$ cat config.mk
export PLATFORM = sky130hd
export DESIGN_NAME = ip_rr_arbiter
export DESIGN_NICKNAME = d
export VERILOG_FILES = /design/src/rtl/ip_rr_arbiter.sv
export SDC_FILE = /design/constraint.sdc
export NUM_CORES = 1
export LEC_CHECK = 0
export CORE_MARGIN = 8
export CORE_UTILIZATION = 39
export CTS_CLUSTER_DIAMETER = 200
export DETAILED_ROUTE_END_ITERATION = 12
export PLACE_DENSITY = 0.87
export SLEW_MARGIN = 20
export SYNTH_ARGS = -nofsm -noshare
export SYNTH_HDL_FRONTEND = slang
export SYNTH_SLANG_ARGS = --single-unit
$ cat constraint.sdc
create_clock -name clk -period 3.9 [get_ports clk]
set_input_delay 0.39 -clock clk [delete_from_list [all_inputs] [get_ports clk]]
set_output_delay 0.39 -clock clk [all_outputs]
set_load 0.01 [all_outputs]
$ cat src/rtl/ip_rr_arbiter.sv
// ip_rr_arbiter: N-channel round-robin burst arbiter.
// Grants one slave channel at a time and holds the grant for a whole burst.
// Accepted beats are forwarded with one registered cycle of latency.
// A burst ends on mstr_cmplt, or parks in WAIT_CMPLT once MAX_BURST beats have been taken.
module ip_rr_arbiter #(
  parameter int NUM_SLV   = 4,
  parameter int DW        = 32,
  parameter int MAX_BURST = 16
) (
  input  logic                                   clk,
  input  logic                                   rst_n,
  input  logic [2*NUM_SLV-1:0]                   slv_mode,
  input  logic [NUM_SLV-1:0]                     slv_data_valid,
  input  logic [8*NUM_SLV-1:0]                   slv_proc_val,
  input  logic [DW*NUM_SLV-1:0]                  slv_data,
  output logic [NUM_SLV-1:0]                     slv_ready,
  input  logic                                   mstr_cmplt,
  input  logic                                   fifo_full,
  output logic [1:0]                             slvx_mode,
  output logic [7:0]                             slvx_proc_val,
  output logic [DW-1:0]                          slvx_data,
  output logic                                   slvx_data_valid,
  output logic [((NUM_SLV > 1) ? $clog2(NUM_SLV) : 1)-1:0] slvx_grant_id,
  output logic                                   busy
);

  localparam int                GW       = (NUM_SLV > 1) ? $clog2(NUM_SLV) : 1;
  localparam int                CW       = $clog2(MAX_BURST + 1);
  localparam int unsigned       N        = NUM_SLV;
  localparam logic [CW-1:0]     MAX_CNT  = CW'(MAX_BURST);
  localparam logic [CW-1:0]     LAST_CNT = CW'(MAX_BURST - 1);
  localparam logic [GW-1:0]     LAST_ID  = GW'(NUM_SLV - 1);

  typedef enum logic [1:0] {
    IDLE,
    XFER,
    WAIT_CMPLT
  } state_t;

  state_t          state;
  state_t          state_nxt;
  logic [GW-1:0]   rr_ptr;
  logic [CW-1:0]   beat_cnt;
  logic            pick_found;
  logic [GW-1:0]   pick_id;
  int unsigned     scan_idx;
  logic            can_take;
  logic            accept;
  logic [GW-1:0]   next_ptr;

  logic [1:0]      mode_ch [NUM_SLV];
  logic [7:0]      pv_ch   [NUM_SLV];
  logic [DW-1:0]   data_ch [NUM_SLV];

  // Unpack the flat per-channel buses into indexable arrays.
  for (genvar i = 0; i < NUM_SLV; i++) begin : g_unpack
    assign mode_ch[i] = slv_mode[2*i +: 2];
    assign pv_ch[i]   = slv_proc_val[8*i +: 8];
    assign data_ch[i] = slv_data[DW*i +: DW];
  end

  // Round-robin search: first valid channel at or above rr_ptr, wrapping.
  always_comb begin
    pick_found = 1'b0;
    pick_id    = '0;
    scan_idx   = 0;
    for (int unsigned k = 0; k < N; k++) begin
      scan_idx = 32'(rr_ptr) + k;
      if (scan_idx >= N) scan_idx = scan_idx - N;
      if (!pick_found && slv_data_valid[GW'(scan_idx)]) begin
        pick_found = 1'b1;
        pick_id    = GW'(scan_idx);
      end
    end
  end

  // Beat acceptance, ready generation and busy flag.
  always_comb begin
    can_take  = !fifo_full && (beat_cnt < MAX_CNT);
    accept    = (state == XFER) && can_take && slv_data_valid[slvx_grant_id];
    next_ptr  = (slvx_grant_id == LAST_ID) ? '0 : slvx_grant_id + GW'(1);
    slv_ready = '0;
    if (state == XFER && can_take) slv_ready[slvx_grant_id] = 1'b1;
    busy      = (state != IDLE);
  end

  // Next-state logic; completion takes priority over the beat limit.
  always_comb begin
    state_nxt = state;
    case (state)
      IDLE:       if (pick_found) state_nxt = XFER;
      XFER: begin
        if (mstr_cmplt)                               state_nxt = IDLE;
        else if (accept && beat_cnt == LAST_CNT)      state_nxt = WAIT_CMPLT;
      end
      WAIT_CMPLT: if (mstr_cmplt) state_nxt = IDLE;
      default:    state_nxt = IDLE;
    endcase
  end

  // State register.
  always_ff @(posedge clk or negedge rst_n) begin
    if (!rst_n) state <= IDLE;
    else        state <= state_nxt;
  end

  // Grant capture, beat forwarding, beat counting and pointer advance.
  always_ff @(posedge clk or negedge rst_n) begin
    if (!rst_n) begin
      rr_ptr          <= '0;
      beat_cnt        <= '0;
      slvx_grant_id   <= '0;
      slvx_mode       <= '0;
      slvx_proc_val   <= '0;
      slvx_data       <= '0;
      slvx_data_valid <= 1'b0;
    end else begin
      slvx_data_valid <= accept;
      if (accept) begin
        slvx_data <= data_ch[slvx_grant_id];
        beat_cnt  <= beat_cnt + CW'(1);
      end
      if (state == IDLE && pick_found) begin
        slvx_grant_id <= pick_id;
        slvx_mode     <= mode_ch[pick_id];
        slvx_proc_val <= pv_ch[pick_id];
        beat_cnt      <= '0;
      end
      if (state != IDLE && state_nxt == IDLE) rr_ptr <= next_ptr;
    end
  end

endmodule

==> reports/summary.json <==
{
  "outcome": "finished, final reports clean",
  "layout-drive-gt1-share_pct": 18.0,
  "final_hold_viol_count": 0,
  "max-cap-violations": 0,
  "antenna_cells_inserted": 0,
  "timing_max_transition_violations_final": 0,
  "crit_slowest_cell": "sky130_fd_sc_hd__dfrtp_1",
  "vias_per_cell": 5.26,
  "num-nets-final": 641,
  "yosysMostFrequentCell": "sky130_fd_sc_hd__dfrtp_1",
  "post-dp-hpwl_um": 9710,
  "worst_path_max_fanout": 27,
  "synthesis.nets": 420,
  "cp_data_arrival_time_ns": 2.30,
  "ff2ff_setup_slack_ns": 1.87,
  "hold_class": "in2async",
  "drt_first_iter_violations": 40,
  "antenna_violations_before_repair": 0,
  "slew-limit-headroom_pct": 54.8,
  "yosysUniqueCellTypes": 33,
  "post_synth_inst_count": 238,
  "cell_internal_pwr_uw": 2280,
  "p_sw_uw": 1200,
  "cts_inserted_buffers": 5,
  "crit-reg2reg-launch": "slvx_grant_id[0]",
  "synth-warning-count": 0,
  "cts_max_path_buffers": 2,
  "place_congestion": 0.851,
  "areaGrowthSynthToFinish_pct": 71.1,
  "synth-async-reset-ratio_pct": 100,
  "post-cts-setup-buffer-count": 0,
  "ioPinCount": 226,
  "die_h_um": 109,
  "total_negative_setup_slack_ns": 0,
  "post_drt_wl_per_cell_um": 20.2,
  "cts_root_buffer": "sky130_fd_sc_hd__clkbuf_8",
  "synth_edf_count": 0,
  "wirelength_um": 11400,
  "combPwrFrac_pct": 61.5,
  "final.period_utilization_pct": 69.0,
  "fraction_of_power_consumed_by_the_clock_network_pct": 9.0,
  "clkSlewWorstSetupHoldPaths_ns": 0.09,
  "pleak_uw": 0.00235,
  "setup.worst_path.end": "slv_ready[3]",
  "worstSetupStartpoint": "slvx_grant_id[1]",
  "cts-resized-gates": 0,
  "grt_setup_unrepaired": "false",
  "power.switching_fraction_pct": 34.4,
  "post-route-worst-setup-slack_ns": 1.21,
  "grt_pass1_wl_um": 17700,
  "post-route-min-period_ns": 2.69,
  "h-tree-depth": 2,
  "ir_drop_v": 0.000424,
  "clock_tree_from_tritoncts": "built",
  "setup_viol": 0,
  "port_buffers": 225,
  "share_seq_of_total_power_pct": 29.4,
  "timing.setup.critical_path_class": "reg2out",
  "synth.largest_area_cell": "sky130_fd_sc_hd__dfrtp_1",
  "cts_num_sinks": 54,
  "worstSkewPairLatency_ns": 0.30,
  "ys_dominant_reg_cell": "sky130_fd_sc_hd__dfrtp_1",
  "final.setup_skew_ns": 0.00484,
  "synth_area_leaders": "sky130_fd_sc_hd__dfrtp_1 (40%), sky130_fd_sc_hd__mux4_2 (22%), sky130_fd_sc_hd__mux2_4 (12%)",
  "synth_top_cell_area_share_pct": 39.9,
  "ys_seq_area_share_pct": 39.9,
  "dpl_worst_slack_ns": 1.47,
  "critical_path.startpoint_type": "flop",
  "synth_area_um2": 3390,
  "grt_max_degree": 55,
  "post-route-drc-count": 0,
  "tightestPinTransition_ns": 0.678,
  "synth.cells.most_frequent": "sky130_fd_sc_hd__dfrtp_1 (54), sky130_fd_sc_hd__mux4_2 (33), sky130_fd_sc_hd__mux2_4 (26)",
  "grt_use_total_pct": 19.2,
  "total_via_count_after_detailed_routing": 2986,
  "required_time_of_the_worst_setup_path_ns": 3.51,
  "initial_core_utilization_pct": 39.4,
  "count_of_hold_buffers_inserted_by_post_cts_repair": 0,
  "ant_nets": 0,
  "fin_worst_hold_slack_ns": 0.191,
  "endpoint_kind": "primary output",
  "postSynthRegisterBits": 54,
  "p_per_area_nw_per_um2": 599,
  "drt_first_pass_iters": 4,
  "fmax_mhz": 372,
  "worstRegToRegCells": 3,
  "cp_cell_sequence": "buf_4 -> ha_1 -> and2_1 -> clkdlybuf4s50_1",
  "grt-ovfl-total": 0,
  "via_count_of_the_first_global_routing_pass": 3494,
  "die_x_um": 109,
  "max_stage_delay_ns": 0.64,
  "core_area_um2": 8590,
  "syn_area_per_cell_um2": 14.2,
  "die_area_um2": 11900,
  "r2r-end": "slvx_data[3]",
  "floorplan.rows": 34
}
[layout make-up]
type                    count  area [um^2]
multi-input cells         164         1920
well taps                 108          135
clock inverters             1         5.00
fillers                   653         2790
repair buffers            229         2280
inverters                   5         23.8
clock buffers               7         86.3
flip-flops and latches     54         1350
[worst min-delay path by stage]
stage                                   to  slack (ns)  cells past startpoint
after global placement    slvx_proc_val[3]        0.47                      2
after CTS                    slvx_data[15]        0.23                      2
final                        slvx_data[27]        0.19                      2
after floorplan                beat_cnt[0]        0.09                      0
after global routing         slvx_data[27]        0.25                      2
after detailed placement  slvx_proc_val[0]        0.48                      2
[layer usage]
metal | wire (um) | global-route usage, % | vias to the layer above
met1 | 3670 | 18.2 | 1471
met3 | 1060 | 7.09 | 22
met4 | 297 | 6.08 | 0
met2 | 6420 | 36.9 | 132
li1 | - | - | 1361
met5 | 0 | 0 | -
[flip-flops by register name, summed over array words and instances, names as in the netlist]
name and cells:
beat_cnt 5, rr_ptr 2, slvx_data 32, slvx_data_valid 1, slvx_grant_id 2, slvx_mode 2
slvx_proc_val 8, state 2
[worst max-delay path: cells and delay by family, from the launching register on]
family                   cells  cell delay [ns]
AND/OR/NAND/NOR              1             0.13
adder cells (fa/ha/maj)      1             0.24
buffers and inverters        2             0.96
flip-flops                   1             0.64
[cells by family after synthesis]
family,count (synthesis),synth area share (%)
flops,54,39.9
mux,86,41.7
buf+inv,20,3.65
compound gates,29,6.02
simple gates,41,6.05
xor+xnor,2,0.517
fa+ha+maj,6,2.21
[per-stage QoR]
| step | power, uW | instances | area, um^2 | util, % |
|---|---|---|---|---|
| 4_1_cts | 3520 | 568 | 5800 | 67.5 |
| 3_5_place_dp | 3200 | 560 | 5710 | 66.4 |
| 3_3_place_gp | 3130 | 560 | 5710 | 66.4 |
| 5_1_grt | 3680 | 568 | 5800 | 67.5 |
| 2_1_floorplan | 2270 | 238 | 3390 | - |
| 6_report | 3470 | 568 | 5800 | 67.5 |
[cell usage in the layout (no fill, tap or decap), drive strengths merged, types with 3 or more instances in the layout]
master         instances
nor2                   8
inv                    5
mux4                  33
and2                   4
buf                    5
a21oi                  6
clkbuf                 7
o21ai                  5
o221ai                11
mux2i                 20
mux2                  33
clkdlybuf4s50        224
nor2b                  3
ha                     6
dfrtp                 54
nand2                 18
[power groups by stage]
stage	registers [uW]	logic, uW	clock network, uW
6_report	1020	2140	314
4_1_cts	1020	2170	326
5_1_grt	1060	2290	341
3_3_place_gp	1020	2110	0
3_5_place_dp	1030	2170	0
2_1_floorplan	1080	1180	0
Note: power is estimated with default switching activity, not from simulation.
